$ cat src/rtl/run_pattern_gen_pkg.sv
// Shared types and helpers for the run-length pattern generator.
// Run k of a packed run-length vector sits at bits [k*w +: w].
package rpg_pkg;

  typedef enum logic [1:0] {
    IDLE = 2'd0,
    SEND = 2'd1,
    FIN  = 2'd2
  } state_e;

  localparam int DEF_LEN_W    = 4;
  localparam int DEF_NUM_RUNS = 4;
  localparam int MAX_PACKED_W = 256;

  function automatic logic [31:0] run_len_at(input logic [MAX_PACKED_W-1:0] rl_vec,
                                             input int k, input int w);
    logic [MAX_PACKED_W-1:0] s;
    s = rl_vec >> (k * w);
    return s[31:0] & ((32'd1 << w) - 32'd1);
  endfunction

endpackage

$ cat src/rtl/run_pattern_gen_if.sv
// Request/config inputs and serial outputs of the pattern generator.
// The master side requests frames; the slave side is the generator.
interface run_pattern_gen_if import rpg_pkg::*; #(
  parameter int LEN_W    = DEF_LEN_W,
  parameter int NUM_RUNS = DEF_NUM_RUNS
) ();

  logic                      START;
  logic                      FIRST_BIT;
  logic [NUM_RUNS*LEN_W-1:0] RUN_LEN;
  logic                      OUT;
  logic                      OUT_VALID;
  logic                      BUSY;
  logic                      DONE;
  logic                      ERR;

  modport master (
    output START, FIRST_BIT, RUN_LEN,
    input  OUT, OUT_VALID, BUSY, DONE, ERR
  );

  modport slave (
    input  START, FIRST_BIT, RUN_LEN,
    output OUT, OUT_VALID, BUSY, DONE, ERR
  );

endinterface

$ cat src/rtl/run_pattern_gen_run_len_counter.sv
// Loadable down-counter for the length of the current run.
// last_o flags the final bit of the run (count == 1); load wins over enable.
module run_len_counter import rpg_pkg::*; #(
  parameter int LEN_W = DEF_LEN_W
) (
  input  logic             clk,
  input  logic             rst,
  input  logic             load_i,
  input  logic [LEN_W-1:0] load_val_i,
  input  logic             en_i,
  output logic             last_o
);

  logic [LEN_W-1:0] cnt_q, cnt_d;

  always_comb begin
    cnt_d = cnt_q;
    if (load_i)
      cnt_d = load_val_i;
    else if (en_i)
      cnt_d = cnt_q - 1'b1;
  end

  always_ff @(posedge clk or posedge rst) begin
    if (rst)
      cnt_q <= '0;
    else
      cnt_q <= cnt_d;
  end

  assign last_o = (cnt_q == LEN_W'(1));

endmodule

$ cat src/rtl/run_pattern_gen.sv
// Serial transmitter of NUM_RUNS alternating runs; bit 0 is driven the cycle after START is sampled.
// All outputs registered; START and config are ignored outside IDLE.
module run_pattern_gen import rpg_pkg::*; #(
  parameter int LEN_W    = DEF_LEN_W,
  parameter int NUM_RUNS = DEF_NUM_RUNS
) (
  input  logic              CLK,
  input  logic              RESET,
  run_pattern_gen_if.slave  bus
);

  localparam int IDX_W = (NUM_RUNS > 1) ? $clog2(NUM_RUNS) : 1;
  localparam int RL_W  = NUM_RUNS * LEN_W;

  state_e            state_q, state_d;
  logic [IDX_W-1:0]  idx_q, idx_d;
  logic              first_q, first_d;
  logic [RL_W-1:0]   run_len_q, run_len_d;
  logic              out_q, out_d;
  logic              vld_q, vld_d;
  logic              done_q, done_d;
  logic              err_q, err_d;

  logic              cnt_load, cnt_en, cnt_last;
  logic [LEN_W-1:0]  cnt_load_val, next_len, first_len;
  logic [IDX_W-1:0]  next_idx;
  logic              last_run, any_zero;

  run_len_counter #(.LEN_W(LEN_W)) u_cnt (
    .clk        (CLK),
    .rst        (RESET),
    .load_i     (cnt_load),
    .load_val_i (cnt_load_val),
    .en_i       (cnt_en),
    .last_o     (cnt_last)
  );

  always_comb begin
    any_zero = 1'b0;
    for (int k = 0; k < NUM_RUNS; k++)
      if (run_len_at(MAX_PACKED_W'(bus.RUN_LEN), k, LEN_W) == 32'd0)
        any_zero = 1'b1;
  end

  assign next_idx  = idx_q + 1'b1;
  assign last_run  = (int'(idx_q) == NUM_RUNS - 1);
  assign next_len  = LEN_W'(run_len_at(MAX_PACKED_W'(run_len_q), int'(next_idx), LEN_W));
  assign first_len = LEN_W'(run_len_at(MAX_PACKED_W'(bus.RUN_LEN), 0, LEN_W));

  always_comb begin
    state_d      = state_q;
    idx_d        = idx_q;
    first_d      = first_q;
    run_len_d    = run_len_q;
    out_d        = 1'b0;
    vld_d        = 1'b0;
    done_d       = 1'b0;
    err_d        = 1'b0;
    cnt_load     = 1'b0;
    cnt_load_val = next_len;
    cnt_en       = 1'b0;
    case (state_q)
      IDLE: begin
        if (bus.START) begin
          if (any_zero) begin
            err_d = 1'b1;
          end else begin
            state_d      = SEND;
            idx_d        = '0;
            first_d      = bus.FIRST_BIT;
            run_len_d    = bus.RUN_LEN;
            cnt_load     = 1'b1;
            cnt_load_val = first_len;
            out_d        = bus.FIRST_BIT;
            vld_d        = 1'b1;
          end
        end
      end
      SEND: begin
        if (!cnt_last) begin
          cnt_en = 1'b1;
          out_d  = out_q;
          vld_d  = 1'b1;
        end else if (!last_run) begin
          // Run boundary: next run starts on this same edge, so no gap bit.
          idx_d    = next_idx;
          cnt_load = 1'b1;
          out_d    = first_q ^ next_idx[0];
          vld_d    = 1'b1;
        end else begin
          state_d = FIN;
          done_d  = 1'b1;
        end
      end
      FIN:     state_d = IDLE;
      default: state_d = IDLE;
    endcase
  end

  always_ff @(posedge CLK or posedge RESET) begin
    if (RESET) begin
      state_q   <= IDLE;
      idx_q     <= '0;
      first_q   <= 1'b0;
      run_len_q <= '0;
      out_q     <= 1'b0;
      vld_q     <= 1'b0;
      done_q    <= 1'b0;
      err_q     <= 1'b0;
    end else begin
      state_q   <= state_d;
      idx_q     <= idx_d;
      first_q   <= first_d;
      run_len_q <= run_len_d;
      out_q     <= out_d;
      vld_q     <= vld_d;
      done_q    <= done_d;
      err_q     <= err_d;
    end
  end

  assign bus.OUT       = out_q;
  assign bus.OUT_VALID = vld_q;
  assign bus.BUSY      = vld_q;
  assign bus.DONE      = done_q;
  assign bus.ERR       = err_q;

endmodule

$ cat src/flat_wrapper.sv
// flat-port wrapper written by rule: the top's interface ports become plain ports
module run_pattern_gen_flat import rpg_pkg::*;
#(
  parameter int LEN_W    = DEF_LEN_W,
  parameter int NUM_RUNS = DEF_NUM_RUNS
)
  (CLK, RESET, bus_START, bus_FIRST_BIT, bus_RUN_LEN, bus_OUT, bus_OUT_VALID, bus_BUSY, bus_DONE, bus_ERR);
  run_pattern_gen_if #(.LEN_W(LEN_W), .NUM_RUNS(NUM_RUNS)) bus_i ();
  input  logic CLK;
  input  logic RESET;
  input wire logic [$bits(bus_i.START)-1:0] bus_START;
  input wire logic [$bits(bus_i.FIRST_BIT)-1:0] bus_FIRST_BIT;
  input wire logic [$bits(bus_i.RUN_LEN)-1:0] bus_RUN_LEN;
  output wire logic [$bits(bus_i.OUT)-1:0] bus_OUT;
  output wire logic [$bits(bus_i.OUT_VALID)-1:0] bus_OUT_VALID;
  output wire logic [$bits(bus_i.BUSY)-1:0] bus_BUSY;
  output wire logic [$bits(bus_i.DONE)-1:0] bus_DONE;
  output wire logic [$bits(bus_i.ERR)-1:0] bus_ERR;
  assign bus_i.START = bus_START;
  assign bus_i.FIRST_BIT = bus_FIRST_BIT;
  assign bus_i.RUN_LEN = bus_RUN_LEN;
  assign bus_OUT = bus_i.OUT;
  assign bus_OUT_VALID = bus_i.OUT_VALID;
  assign bus_BUSY = bus_i.BUSY;
  assign bus_DONE = bus_i.DONE;
  assign bus_ERR = bus_i.ERR;
  run_pattern_gen #(.LEN_W(LEN_W), .NUM_RUNS(NUM_RUNS)) u_core (.CLK(CLK), .RESET(RESET), .bus(bus_i));
endmodule
$ cat config.mk
export PLATFORM = sky130hd
export DESIGN_NAME = run_pattern_gen_flat
export DESIGN_NICKNAME = d
export VERILOG_FILES = /design/src/rtl/run_pattern_gen_pkg.sv /design/src/rtl/run_pattern_gen_if.sv /design/src/rtl/run_pattern_gen_run_len_counter.sv /design/src/rtl/run_pattern_gen.sv /design/src/flat_wrapper.sv
export SDC_FILE = /design/constraint.sdc
export NUM_CORES = 1
export LEC_CHECK = 0
export BUFFER_PORTS_ARGS = -buffer_cell sky130_fd_sc_hd__buf_4
export CAP_MARGIN = 25
export CELL_PAD_IN_SITES_DETAIL_PLACEMENT = 1
export CELL_PAD_IN_SITES_GLOBAL_PLACEMENT = 1
export CORE_ASPECT_RATIO = 1.1
export CORE_MARGIN = 2
export CORE_UTILIZATION = 41
export CTS_BUF_LIST = sky130_fd_sc_hd__clkbuf_4 sky130_fd_sc_hd__clkbuf_8
export DETAILED_ROUTE_END_ITERATION = 7
export GPL_TIMING_DRIVEN = 0
export PLACE_DENSITY = 0.86
export SETUP_SLACK_MARGIN = 0.1
export SYNTH_ARGS = -nofsm -noshare
export SYNTH_HDL_FRONTEND = slang
export SYNTH_SLANG_ARGS = --single-unit
$ cat constraint.sdc
create_clock -name CLK -period 1.8 [get_ports CLK]
set_input_delay 0.27 -clock CLK [delete_from_list [all_inputs] [get_ports CLK]]
set_output_delay 0.27 -clock CLK [all_outputs]
set_load 0.01 [all_outputs]
Word level (Yosys, flattened, before mapping):

Index checks and enable logic that the tools add are counted.

* memories kept: 0
* bits in latches: 0
* input bits: 20
* memory bits (read-only): 0
* bits in writable memories: 0
* bits in registers: 29

* shift-type cells: 1
* magnitude comparators: 0
* muxes and demuxes: 39
* multiply operators: 0
* add/subtract/negate cells: 2
* div/mod/pow operators: 0
* reductions and logical operators: 10
* bitwise gates (word level): 2
* equality and inequality tests: 8

Operators by type and width (count)
* logical NOT 32 bit: 4
* 2-to-1 mux 1 bit: 21
* 2-to-1 mux 4 bit: 5
* 2-to-1 mux 2 bit: 8
* right shift 16 x 4 -> 4 bit: 1
* case mux 2 bit (2 select lines): 2
* inequality test 2 bit (second input constant): 3
* case mux 1 bit (2 select lines): 3
* AND reduction 5 bit: 1
* == test 2 x 1 -> 1 bit (second input constant): 2
* == test 4 x 1 -> 1 bit (second input constant): 1
* inequality test 2 x 1 -> 1 bit (second input constant): 2
* AND reduction 4 bit: 1
* nonzero test 2 bit: 2
* subtractor 4 x 1 -> 4 bit (second input constant): 1
* AND reduction 3 bit: 1
* adder 2 x 1 -> 2 bit (second input constant): 1
* logical NOT 2 bit: 1
* inverter 1 bit: 1
* bitwise XOR 1 bit: 1

Depth between registers and ports, before layout:

Gate-level depths: netlist (run 1).

* depth after elaboration: 9
* mapped depth: 7

Cells and area by module:

Synthesis (run 1) repeated with hierarchy kept, for this count alone.

* cells, all modules: 121
* area total of the unflattened synthesis: 1562.7 um^2

Modules (own cells, without submodules)
* run_pattern_gen: cells each 97, area each 1318.8 um^2, instances 1, seq. area each 625.6 um^2
* run_len_counter: cells each 24, area each 244.0 um^2, instances 1, seq. area each 100.1 um^2

Least setup slack after synthesis (run 1):

No wires, ideal clock.

* path kind: register to register
* start: register u_core.u_cnt.cnt_q[1]
* end: register u_core.u_cnt.cnt_q[0]
* required time: 1668 ps
* stages on the path, launching flop included: 8
* slack: 22 ps
* period minus slack after synthesis: 1778 ps
* arrival: 1646 ps
* path through: dfrtp_1 -> inv_1 -> ha_1 -> or3b_4 -> or3_1 -> buf_2 -> o21ai_2 -> o22ai_1

* longest elaborated chain between the ends: 4

RTL lines
* from (decl): line run_pattern_gen_run_len_counter.sv:14 `logic [LEN_W-1:0] cnt_q, cnt_d;`
* from (signal assigned): line run_pattern_gen_run_len_counter.sv:28 `cnt_q <= cnt_d;`
* == test 4 x 1 -> 1 bit (*): line run_pattern_gen_run_len_counter.sv:31 `assign last_o = (cnt_q == LEN_W'(1));`
* 2-to-1 mux 1 bit: line run_pattern_gen.sv:80 `if (!cnt_last) begin`
* case mux 1 bit (2 select lines) / 2-to-1 mux 1 bit (equally long branches): line run_pattern_gen.sv:62 `case (state_q)`
* 2-to-1 mux 4 bit / nonzero test 2 bit (equally long branches)

Every way passes the cells marked *; elsewhere a longest branch is shown, timed or not.
A chain may end at the register's enable or synchronous reset.

Final worst setup path (run 1):

* start: register u_core.u_cnt.cnt_q[1]
* end: register u_core.u_cnt.cnt_q[3]

* longest elaborated chain between the ends: 4

RTL lines
* parallel branches: the longest is 4 deep, another holds subtractor 4 x 1 -> 4 bit

Several ways; the timed one is not identified. The select of a mux whose other input is x is not followed.

==> load_flow_metrics.sql, run 1 <==
INSERT INTO impl_metrics (metric_group, metric, value, unit) VALUES
('global_route', 'global_route.overflow_total', '0', ''),
('pwr', 'p_per_area', '1610', 'nW/um^2'),
('floorplan', 'die_ar', '3890', 'sq um'),
('critical_path', 'rr_worst_depth', '8', ''),
('pwr', 'total_switching_power', '1.03', 'mW'),
('global_route', 'grt_max_degree', '16', ''),
('final_layout', 'filler_cell_count', '366', ''),
('route', 'wl_per_cell', '18.7', 'um'),
('final_layout', 'layout-drive-gt1-share', '47.8', '%'),
('logic_synthesis', 'synth_cell_area', '1400', 'sq um'),
('clock_network', 'cts.hold.buffers_added', '0', ''),
('critical_path', 'timing.critical_path.to_type', 'register', ''),
('final_layout', 'num_antenna_cells', '0', ''),
('sta', 'finalSetupViolCount', '3', ''),
('route', 'initialDrtViolationCount', '29', ''),
('critical_path', 'crit-reg2reg-capture', 'u_core.u_cnt.cnt_q[3]', ''),
('pwr', 'power_switching_share', '35.1', '%'),
('sta', 'slew_headroom', '60.3', '%'),
('placement', 'io_buffer_count', '24', ''),
('sta', 'number_of_hold_slack_violations_in_the_final_timing_report', '8', ''),
('logic_synthesis', 'synthesis.yosys.warnings', '0', ''),
('critical_path', 'startpoint_type', 'register', ''),
('global_route', 'initial_antenna_violation_count', '0', ''),
('clock_network', 'clockRootBuffer', 'sky130_fd_sc_hd__clkbuf_4', ''),
('clock_network', 'tritoncts_num_sinks', '29', ''),
('route', 'detailroute.via_count', '1079', ''),
('pwr', 'register_share_of_total_power', '39.6', '%'),
('critical_path', 'r2r_start', 'u_core.u_cnt.cnt_q[1]', ''),
('sta', 'fin_worst_skew', '5.18', 'ps'),
('critical_path', 'crit_required', '2080', 'ps'),
('final_layout', 'finish.instance_area', '1820', 'sq um'),
('route', 'drc', '0', ''),
('sta', 'postLayoutSetupSlackWorst', '-164', 'ps'),
('status', 'failed_checks', 'negative hold slack, negative setup slack', ''),
('placement', 'place_worst_setup_slack', '-135', 'ps'),
('status', 'result_of_the_run', 'finished with violations', ''),
('pwr', 'vdd_ir_drop_max', '0.000760', 'V'),
('pwr', 'clock_power_share', '15.6', '%'),
('global_route', 'first_global_vias', '1222', ''),
('clock_network', 'max-clock-path-buffers', '2', ''),
('clock_network', 'tritoncts', 'done', ''),
('worst_hold_path', 'timing.hold.worst.class', 'in2async', ''),
('clock_network', 'cts_inserted_buffers', '5', ''),
('final_layout', 'final_core_util', '55.1', '%'),
('floorplan', 'coreArea', '3300', 'sq um'),
('floorplan', 'start_util', '42.2', '%'),
('route', 'routed_via_density', '5.59', ''),
('logic_synthesis', 'yosys_register_bits', '29', ''),
('logic_synthesis', 'synth_top_area_share', '52.0', '%'),
('sta', 'hold-worst-slack', '-4.53', 'ps'),
('floorplan', 'core.rowCount', '22', ''),
('logic_synthesis', 'portion_of_the_post_synthesis_area_used_by_sequential_elements', '52.0', '%'),
('sta', 'rsz0062_at_grt', 'true', ''),
('placement', 'placedInstanceArea', '1650', 'sq um'),
('final_layout', 'layout-area-overhead-vs-synth', '30.5', '%'),
('critical_path', 'worstPathArrival', '2240', 'ps'),
('sta', 'timing.setup.tns', '-264', 'ps'),
('placement', 'dp_hpwl', '2620', 'um'),
('critical_path', 'setup.reg_to_reg.worst_slack', '-160', 'ps'),
('global_route', 'grt_first_pass_wirelength', '5950', 'um'),
('logic_synthesis', 'netlist.top_cell.by_area', 'sky130_fd_sc_hd__dfrtp_1', ''),
('floorplan', 'floorplan.die.width', '59.6', 'um'),
('sta', 'final.period_utilization', '109', '%'),
('floorplan', 'die_height', '65.2', 'um'),
('job', 'drv_cap', '0', ''),
('placement', 'globalplace.congestion', '0.881', ''),
('sta', 'tightest_slew', '594', 'ps'),
('logic_synthesis', 'mappedNetlistNets', '139', ''),
('critical_path', 'critPathMaxFanout', '4', ''),
('final_layout', 'fin_nets', '179', ''),
('clock_network', 'cts.htree.levels', '2', '');
[layout make-up]
type | instances | area [sq um] | share of cell area [%]
plain buffers | 6 | 40.0 | 2.20
clock buffers | 7 | 65.1 | 3.57
clock inverters | 1 | 5.00 | 0.275
inverters | 6 | 22.5 | 1.24
multi-input cells | 75 | 654 | 35.9
flip-flops and latches | 29 | 726 | 39.9
well taps | 36 | 45.0 | 2.47
repair buffers | 33 | 263 | 14.4
[power by group through the flow]
| stage | Clock, mW | Combinational (mW) | Sequential (mW) |
|---|---|---|---|
| 2_1_floorplan | 0 | 0.890 | 1.09 |
| 3_3_place_gp | 0 | 1.11 | 1.13 |
| 3_5_place_dp | 0 | 1.17 | 1.16 |
| 4_1_cts | 0.470 | 1.25 | 1.16 |
| 5_1_grt | 0.503 | 1.44 | 1.20 |
| 6_report | 0.459 | 1.31 | 1.16 |
[worst max-delay path, cell delays in order (launching register included)]
cell and delay [ps]:
sky130_fd_sc_hd__dfrtp_1 420, sky130_fd_sc_hd__inv_2 90, sky130_fd_sc_hd__ha_4 120, sky130_fd_sc_hd__or3b_4 390
sky130_fd_sc_hd__buf_6 140, sky130_fd_sc_hd__nor3_4 200, sky130_fd_sc_hd__a21oi_1 150, sky130_fd_sc_hd__a21oi_1 200
sky130_fd_sc_hd__o221a_2 200
[cells by family (layout without fill, tap and decap cells)]
logic type / Yosys count / in the layout / synth area share [%]
AND/OR/NAND/NOR: 36 / 36 / 14.4
flip-flops: 29 / 29 / 52.0
multiplexers: 19 / 19 / 18.6
AO/OA/AOI/OAI: 15 / 15 / 7.26
buffers and inverters: 12 / 53 / 3.86
adder cells (fa/ha/maj): 3 / 3 / 2.69
XOR/XNOR: 2 / 2 / 1.26
[stage by stage]
stage | instances | total power [mW]
2_1_floorplan | 116 | 1.98
3_3_place_gp | 176 | 2.24
3_5_place_dp | 177 | 2.33
4_1_cts | 190 | 2.88
5_1_grt | 193 | 3.14
6_report | 193 | 2.94
[placed cells by master (no fill, tap or decap), drive strengths merged]
cell,synthesis,routed
dfrtp,29,29
xnor2,1,1
or2b,1,1
nor2,8,8
nor3b,1,1
o22ai,2,2
o221a,1,1
clkinv,0,1
o311a,1,1
nand3b,1,1
nand4b,1,1
clkbuf,1,8
mux2,15,15
nand3,5,5
ha,3,3
inv,6,6
o21ai,5,5
a21oi,4,4
nand4,1,1
buf,5,38
nand2b,1,1
a221oi,1,1
or3,1,1
nor4,4,4
o32a,1,1
nand2,6,6
nor3,5,5
xor2,1,1
mux4,4,4
or3b,1,1
[flip-flops by register name, indices dropped and copies added (netlist names)]
| register | count |
|---|---|
| u_core.bus.OUT | 1 |
| u_core.bus.BUSY | 1 |
| u_core.idx_q | 2 |
| u_core.run_len_q | 16 |
| u_core.bus.DONE | 1 |
| u_core.bus.ERR | 1 |
| u_core.first_q | 1 |
| u_core.state_q | 2 |
| u_core.u_cnt.cnt_q | 4 |
[how the worst max path moves through the flow]
stage	start	endpoint	slack, ps	cells past startpoint
floorplan	u_core.u_cnt.cnt_q[1]	u_core.u_cnt.cnt_q[0]	50	7
finish	u_core.u_cnt.cnt_q[1]	u_core.u_cnt.cnt_q[3]	-160	8
CTS	u_core.u_cnt.cnt_q[1]	u_core.u_cnt.cnt_q[3]	-10	8
global placement	bus_RUN_LEN[5]	u_core.run_len_q[1]	-50	6
global route	u_core.u_cnt.cnt_q[1]	u_core.u_cnt.cnt_q[3]	-240	8
detailed placement	bus_RUN_LEN[5]	u_core.run_len_q[4]	-140	6
[synthesized netlist by cell type]
cell type	count
sky130_fd_sc_hd__a21oi_1	4
sky130_fd_sc_hd__a221oi_1	1
sky130_fd_sc_hd__buf_2	4
sky130_fd_sc_hd__buf_4	1
sky130_fd_sc_hd__clkbuf_1	1
sky130_fd_sc_hd__dfrtp_1	29
sky130_fd_sc_hd__ha_1	3
sky130_fd_sc_hd__inv_1	6
sky130_fd_sc_hd__mux2_2	15
sky130_fd_sc_hd__mux4_2	4
sky130_fd_sc_hd__nand2_1	6
sky130_fd_sc_hd__nand2b_1	1
sky130_fd_sc_hd__nand3_1	5
sky130_fd_sc_hd__nand3b_1	1
sky130_fd_sc_hd__nand4_1	1
sky130_fd_sc_hd__nand4b_1	1
sky130_fd_sc_hd__nor2_1	8
sky130_fd_sc_hd__nor3_1	4
sky130_fd_sc_hd__nor3_4	1
sky130_fd_sc_hd__nor3b_1	1
sky130_fd_sc_hd__nor4_1	4
sky130_fd_sc_hd__o21ai_0	4
sky130_fd_sc_hd__o21ai_2	1
sky130_fd_sc_hd__o221a_2	1
sky130_fd_sc_hd__o22ai_1	2
sky130_fd_sc_hd__o311a_1	1
sky130_fd_sc_hd__o32a_1	1
sky130_fd_sc_hd__or2b_1	1
sky130_fd_sc_hd__or3_1	1
sky130_fd_sc_hd__or3b_4	1
sky130_fd_sc_hd__xnor2_1	1
sky130_fd_sc_hd__xor2_1	1
[what timing repair did]
action	CTS	global route
endpoints found under the hold margin	0	0
resized for setup	5	4
endpoints found under the setup margin	6	25
setup buffers	5	3
pin swaps	1	3
[per-layer routing]
layer  global-route usage [%]  wire (um)
met1                     23.6       1370
met2                     38.2       2010
met3                     6.30        134
met4                     8.61         93
met5                        0          0
Note: power is estimated with default switching activity, not from simulation.
==> run 2: changes to the inputs <==
==> constraint.sdc (replaced) <==
create_clock -name CLK -period 1.6 [get_ports CLK]
set_input_delay 0.24 -clock CLK [delete_from_list [all_inputs] [get_ports CLK]]
set_output_delay 0.24 -clock CLK [all_outputs]
set_load 0.01 [all_outputs]
==> load_flow_metrics.sql, run 2 (synthesis gave the netlist of run 1 again) <==
INSERT INTO impl_metrics (metric_group, metric, value, unit) VALUES
('status', 'result_of_the_run', 'finished with violations', ''),
('status', 'failed_checks', 'negative setup slack', ''),
('placement', 'globalplace.congestion', '0.871', ''),
('sta', 'finalSetupViolCount', '8', ''),
('floorplan', 'die_ar', '3890', 'sq um'),
('clock_network', 'tritoncts_num_sinks', '29', ''),
('pwr', 'p_total', '3.47', 'mW'),
('route', 'drt_wl_total', '3660', 'um'),
('job', 'drv_cap', '0', ''),
('floorplan', 'num_io_pins', '25', ''),
('route', 'routed_via_density', '5.73', ''),
('critical_path', 'startpoint_type', 'register', ''),
('worst_hold_path', 'critical_hold_path_startpoint', 'bus_RUN_LEN[4]', ''),
('critical_path', 'timing.critical_path.to_type', 'register', ''),
('clock_network', 'insertion_delay', '340', 'ps'),
('pwr', 'p_per_area', '1840', 'nW/um^2'),
('worst_hold_path', 'timing.hold.worst.class', 'in2reg', ''),
('route', 'antenna_left', '0', ''),
('global_route', 'global_route.overflow_total', '0', ''),
('sta', 'fin_worst_skew', '18.8', 'ps'),
('critical_path', 'rr_worst_depth', '6', ''),
('final_layout', 'registers.top_by_ff_count', 'u_core.run_len_q', ''),
('floorplan', 'start_util', '42.2', '%'),
('pwr', 'register_share_of_total_power', '38.2', '%'),
('route', 'drc', '0', ''),
('worst_hold_path', 'hold_path_depth', '2', ''),
('floorplan', 'floorplan.die.width', '59.6', 'um'),
('critical_path', 'critical_path_class', 'reg2reg', ''),
('pwr', 'total_switching_power', '1.22', 'mW'),
('final_layout', 'finish.instance_area', '1880', 'sq um'),
('placement', 'place_worst_setup_slack', '-256', 'ps'),
('clock_network', 'max-clock-path-buffers', '2', ''),
('route', 'first_pass_iters', '4', ''),
('pwr', 'total_leakage_power', '0.853', 'nW'),
('sta', 'final-max-slew-violation-count', '0', ''),
('clock_network', 'cts.htree.levels', '2', ''),
('critical_path', 'worstPathArrival', '2050', 'ps'),
('final_layout', 'filler_cell_count', '352', ''),
('placement', 'placed_insts', '177', ''),
('global_route', 'first_global_vias', '1208', ''),
('global_route', 'grt_first_pass_wirelength', '6090', 'um'),
('critical_path', 'critPathMaxFanout', '5', ''),
('final_layout', 'final-instance-count-excl-fill', '193', ''),
('worst_hold_path', 'holdPathEnd', 'u_core.run_len_q[4]', ''),
('global_route', 'grt_max_degree', '24', ''),
('clock_network', 'clockRootBuffer', 'sky130_fd_sc_hd__clkbuf_4', ''),
('critical_path', 'crit-reg2reg-capture', 'u_core.u_cnt.cnt_q[0]', ''),
('floorplan', 'die_height', '65.2', 'um'),
('sta', 'layout_min_cycle_time', '1830', 'ps'),
('critical_path', 'r2r_start', 'u_core.u_cnt.cnt_q[0]', ''),
('sta', 'final.period_utilization', '115', '%'),
('sta', 'number_of_hold_slack_violations_in_the_final_timing_report', '0', ''),
('clock_network', 'cts_inserted_buffers', '5', ''),
('final_layout', 'fin_nets', '180', ''),
('placement', 'dp_hpwl', '2510', 'um'),
('pwr', 'combinationalPowerShare', '48.0', '%'),
('final_layout', 'num_antenna_cells', '0', ''),
('route', 'detailroute.via_count', '1105', ''),
('critical_path', 'setup.reg_to_reg.worst_slack', '-230', 'ps'),
('placement', 'io_buffer_count', '24', ''),
('sta', 'fmax', '545', 'MHz'),
('final_layout', 'layout-area-overhead-vs-synth', '34.9', '%'),
('final_layout', 'layout.cells.most_common', 'sky130_fd_sc_hd__buf_4', ''),
('route', 'wl_per_cell', '19.0', 'um'),
('sta', 'tightest_slew', '393', 'ps'),
('global_route', 'initial_antenna_violation_count', '0', ''),
('clock_network', 'path_clk_slew', '100', 'ps'),
('final_layout', 'most_used_cells_in_the_layout_excluding_fill_and_tap_cells', 'sky130_fd_sc_hd__buf_4 (30), sky130_fd_sc_hd__dfrtp_1 (29), sky130_fd_sc_hd__mux2_2 (13)', ''),
('pwr', 'p_int', '2.25', 'mW'),
('final_layout', 'largest_register_ffs', '16', ''),
('pwr', 'vdd_ir_drop_max', '0.000744', 'V'),
('critical_path', 'crit_required', '1820', 'ps'),
('floorplan', 'coreArea', '3300', 'sq um'),
('floorplan', 'core.rowCount', '22', ''),
('final_layout', 'reg_top3', 'u_core.run_len_q x16, u_core.u_cnt.cnt_q x4', ''),
('placement', 'placedInstanceArea', '1690', 'sq um'),
('pwr', 'power_switching_share', '35.2', '%'),
('final_layout', 'layout-drive-gt1-share', '51.0', '%'),
('pwr', 'clock_power_share', '13.8', '%'),
('sta', 'postLayoutSetupSlackWorst', '-234', 'ps'),
('sta', 'rsz0062_at_grt', 'true', ''),
('route', 'initialDrtViolationCount', '27', ''),
('sta', 'hold-worst-slack', '143', 'ps'),
('sta', 'timing.setup.tns', '-1160', 'ps'),
('clock_network', 'tritoncts', 'done', ''),
('final_layout', 'final_core_util', '57.0', '%'),
('sta', 'slew_headroom', '73.8', '%'),
('global_route', 'track_usage', '21.9', '%');
==> run 2: critical path: stages (launching register included) <==
cell                      delay, ps
sky130_fd_sc_hd__dfrtp_1        450
sky130_fd_sc_hd__ha_4           160
sky130_fd_sc_hd__or3b_4         410
sky130_fd_sc_hd__or3_4          380
sky130_fd_sc_hd__buf_6          140
sky130_fd_sc_hd__o21ai_2        110
sky130_fd_sc_hd__o22ai_2         90
==> run 2: repair_timing <==
action,4_1_cts,5_1_grt
resized for setup,6,14
hold buffers,1,0
endpoints found under the hold margin,6,0
buffers inserted,4,4
endpoints found under the setup margin,25,26
pin swaps,3,5
==> run 2: worst max-delay path by stage <==
stage,startpoint,end,depth (start not counted)
5_1_grt,u_core.u_cnt.cnt_q[1],u_core.u_cnt.cnt_q[0],7
3_5_place_dp,u_core.u_cnt.cnt_q[1],u_core.u_cnt.cnt_q[0],7
2_1_floorplan,u_core.u_cnt.cnt_q[1],u_core.u_cnt.cnt_q[0],7
6_report,u_core.u_cnt.cnt_q[0],u_core.u_cnt.cnt_q[0],6
4_1_cts,u_core.u_cnt.cnt_q[1],u_core.u_cnt.cnt_q[0],7
3_3_place_gp,u_core.u_cnt.cnt_q[1],u_core.u_cnt.cnt_q[0],7
==> run 2: area by class of cell <==
class                   count  area [sq um]  share of cell area, %
clock buffers               7          58.8                   3.13
well taps                  36          45.0                   2.39
plain buffers               6          55.1                   2.93
multi-input cells          75           686                   36.4
repair buffers             34           289                   15.4
inverters                   6          22.5                   1.20
flip-flops and latches     29           726                   38.6
==> run 2: routing by layer <==
metal	wire length [um]	vias to the layer above	share of wire, %	track usage, %
met3	189	4	5.2	7.48
met4	49	0	1.3	5.56
met5	0	-	0	0
li1	-	504	-	-
met2	1970	38	54	39.1
met1	1450	559	40	24.5
==> run 2: power by group through the flow <==
| stage | combinational (mW) | sequential (mW) | clock, mW |
|---|---|---|---|
| 4_1_cts | 1.49 | 1.32 | 0.497 |
| 5_1_grt | 1.82 | 1.36 | 0.539 |
| 6_report | 1.66 | 1.32 | 0.480 |
| 3_3_place_gp | 1.29 | 1.30 | 0 |
| 3_5_place_dp | 1.37 | 1.33 | 0 |
| 2_1_floorplan | 1.05 | 1.24 | 0 |
==> run 3: changes to the inputs <==
--- a/config.mk
+++ b/config.mk
@@ -11,11 +11,12 @@
 export CELL_PAD_IN_SITES_GLOBAL_PLACEMENT = 1
 export CORE_ASPECT_RATIO = 1.1
 export CORE_MARGIN = 2
-export CORE_UTILIZATION = 41
+export CORE_UTILIZATION = 49
 export CTS_BUF_LIST = sky130_fd_sc_hd__clkbuf_4 sky130_fd_sc_hd__clkbuf_8
 export DETAILED_ROUTE_END_ITERATION = 7
 export GPL_TIMING_DRIVEN = 0
-export PLACE_DENSITY = 0.86
+export PLACE_DENSITY = 0.95
+export RECOVER_POWER = 100
 export SETUP_SLACK_MARGIN = 0.1
 export SYNTH_ARGS = -nofsm -noshare
 export SYNTH_HDL_FRONTEND = slang
==> constraint.sdc (replaced) <==
create_clock -name CLK -period 2.2 [get_ports CLK]
set_input_delay 0.33 -clock CLK [delete_from_list [all_inputs] [get_ports CLK]]
set_output_delay 0.33 -clock CLK [all_outputs]
set_load 0.01 [all_outputs]
==> load_flow_metrics.sql, run 3 (synthesis gave the netlist of run 1 again) <==
INSERT INTO impl_metrics (metric_group, metric, value, unit) VALUES
('placement', 'io_buffer_count', '24', ''),
('sta', 'fmax', '494', 'MHz'),
('floorplan', 'die_height', '60.0', 'um'),
('final_layout', 'reg_top3', 'u_core.run_len_q x16, u_core.u_cnt.cnt_q x4', ''),
('global_route', 'grt_max_degree', '17', ''),
('floorplan', 'floorplan.die.width', '54.9', 'um'),
('critical_path', 'worst_path_largest_cell_delay', '420', 'ps'),
('sta', 'hold-worst-slack', '37.3', 'ps'),
('placement', 'globalplace.congestion', '0.823', ''),
('final_layout', 'most_used_cells_in_the_layout_excluding_fill_and_tap_cells', 'sky130_fd_sc_hd__dfrtp_1 (29), sky130_fd_sc_hd__buf_4 (18), sky130_fd_sc_hd__mux2_2 (14), sky130_fd_sc_hd__clkbuf_1 (10)', ''),
('clock_network', 'cts.hold.buffers_added', '0', ''),
('route', 'drt_wl_total', '3390', 'um'),
('global_route', 'track_usage', '25.4', '%'),
('sta', 'rsz0062_at_grt', 'false', ''),
('clock_network', 'max-clock-path-buffers', '2', ''),
('final_layout', 'ff_latch_area', '726', 'sq um'),
('pwr', 'p_total', '2.20', 'mW'),
('floorplan', 'coreArea', '2730', 'sq um'),
('clock_network', 'path_clk_slew', '80', 'ps'),
('critical_path', 'crit_required', '2400', 'ps'),
('route', 'drc', '0', ''),
('critical_path', 'critPathMaxFanout', '6', ''),
('global_route', 'initial_antenna_violation_count', '0', ''),
('final_layout', 'layout.cells.most_common', 'sky130_fd_sc_hd__dfrtp_1', ''),
('sta', 'slew_headroom', '41.6', '%'),
('sta', 'timing.setup.tns', '0', 'ps'),
('clock_network', 'clockRootBuffer', 'sky130_fd_sc_hd__clkbuf_4', ''),
('global_route', 'grt_first_pass_wirelength', '5490', 'um'),
('clock_network', 'ctsResizeCount', '0', ''),
('final_layout', 'multiInputGateArea', '616', 'sq um'),
('sta', 'fin_worst_skew', '3.08', 'ps'),
('global_route', 'global_route.overflow_total', '0', ''),
('status', 'result_of_the_run', 'finished, final reports clean', ''),
('clock_network', 'cts_inserted_buffers', '5', ''),
('sta', 'postLayoutSetupSlackWorst', '176', 'ps'),
('placement', 'dp_hpwl', '2780', 'um'),
('final_layout', 'layout-drive-gt1-share', '33.8', '%'),
('sta', 'final-max-slew-violation-count', '0', ''),
('final_layout', 'registers.top_by_ff_count', 'u_core.run_len_q', ''),
('final_layout', 'largest_register_ffs', '16', ''),
('clock_network', 'cts.htree.levels', '2', ''),
('route', 'antenna_left', '0', ''),
('route', 'wl_per_cell', '18.7', 'um'),
('floorplan', 'num_io_pins', '25', ''),
('critical_path', 'startpoint_type', 'register', ''),
('sta', 'finalSetupViolCount', '0', ''),
('final_layout', 'filler_cell_count', '301', ''),
('floorplan', 'die_ar', '3290', 'sq um'),
('sta', 'final.period_utilization', '92.0', '%'),
('sta', 'tightest_slew', '875', 'ps'),
('route', 'detailroute.via_count', '1072', ''),
('final_layout', 'layout-area-overhead-vs-synth', '18.7', '%'),
('critical_path', 'timing.critical_path.to_type', 'register', ''),
('worst_hold_path', 'timing.hold.worst.class', 'in2async', ''),
('global_route', 'first_global_vias', '1190', ''),
('pwr', 'vdd_ir_drop_max', '0.000746', 'V'),
('clock_network', 'tritoncts_num_sinks', '29', ''),
('floorplan', 'start_util', '51.1', '%'),
('route', 'routed_via_density', '5.92', ''),
('job', 'drv_cap', '0', ''),
('clock_network', 'tritoncts', 'done', ''),
('sta', 'layout_min_cycle_time', '2020', 'ps'),
('critical_path', 'worstPathCellList', 'inv_1 -> ha_1 -> or3b_4 -> or3_1 -> clkbuf_1 -> o21ai_2 -> o22ai_1', ''),
('critical_path', 'critical_path.slowest_cell', 'sky130_fd_sc_hd__or3b_4', ''),
('pwr', 'total_leakage_power', '0.741', 'nW'),
('critical_path', 'worstPathArrival', '2220', 'ps'),
('clock_network', 'post_cts_setup_buffer_count', '0', ''),
('floorplan', 'core.rowCount', '20', ''),
('clock_network', 'insertion_delay', '320', 'ps'),
('placement', 'place_worst_setup_slack', '180', 'ps'),
('final_layout', 'fin_nets', '171', ''),
('sta', 'number_of_hold_slack_violations_in_the_final_timing_report', '0', ''),
('critical_path', 'critical_path_class', 'reg2reg', ''),
('final_layout', 'num_antenna_cells', '0', ''),
('route', 'first_pass_iters', '4', ''),
('route', 'initialDrtViolationCount', '20', ''),
('pwr', 'p_per_area', '1330', 'nW/um^2');
[run 3: final cells by class]
class	count	area share [%]
Sequential cell	29	43.8
Multi-Input combinational cell	75	37.2
Timing Repair Buffer	25	9.97
Clock buffer	7	3.55
Tap cell	33	2.49
Buffer	6	1.66
Inverter	6	1.36
[run 3: final timing paths]
path	startpoint	end	slack [ps]	depth (start not counted)
setup / recovery	u_core.u_cnt.cnt_q[1]	u_core.u_cnt.cnt_q[0]	180	7
hold / removal	RESET	u_core.run_len_q[5]	40	2
setup reg to reg	u_core.u_cnt.cnt_q[1]	u_core.u_cnt.cnt_q[0]	180	7
hold reg to reg	u_core.bus.OUT	u_core.bus.OUT	510	2
max in group asynchronous	RESET	u_core.bus.OUT	1000	3
min in group CLK	bus_RUN_LEN[5]	u_core.run_len_q[5]	250	2
[run 3: power breakdown]
group	switching (mW)	internal, mW	total (mW)
sequential	0.166	0.774	0.940
clock	0.168	0.163	0.331
combinational	0.441	0.489	0.929
[run 3: critical path: cells and delay by family, from the launching register on]
family | cells | cell delay [ps]
adders and majority gates | 1 | 170
and+or+nand+nor | 2 | 780
buffers and inverters | 2 | 280
DFF | 1 | 400
AOI/OAI and AO/OA | 2 | 270
[run 3: metrics by stage]
step	std cells	util (%)	cell area, sq um
floorplan	116	-	1400
global placement	173	59.3	1620
detailed placement	174	60.3	1640
CTS	181	62.4	1700
global route	181	60.7	1660
finish	181	60.7	1660
[run 3: per-layer routing]
layer	vias to the layer above	wire length, um	share of wire (%)	global-route usage (%)
met3	12	161	4.7	6.25
li1	485	-	-	-
met5	-	0	0	0
met1	533	1300	38	27.6
met2	42	1830	54	42.9
met4	0	97	2.9	16.1
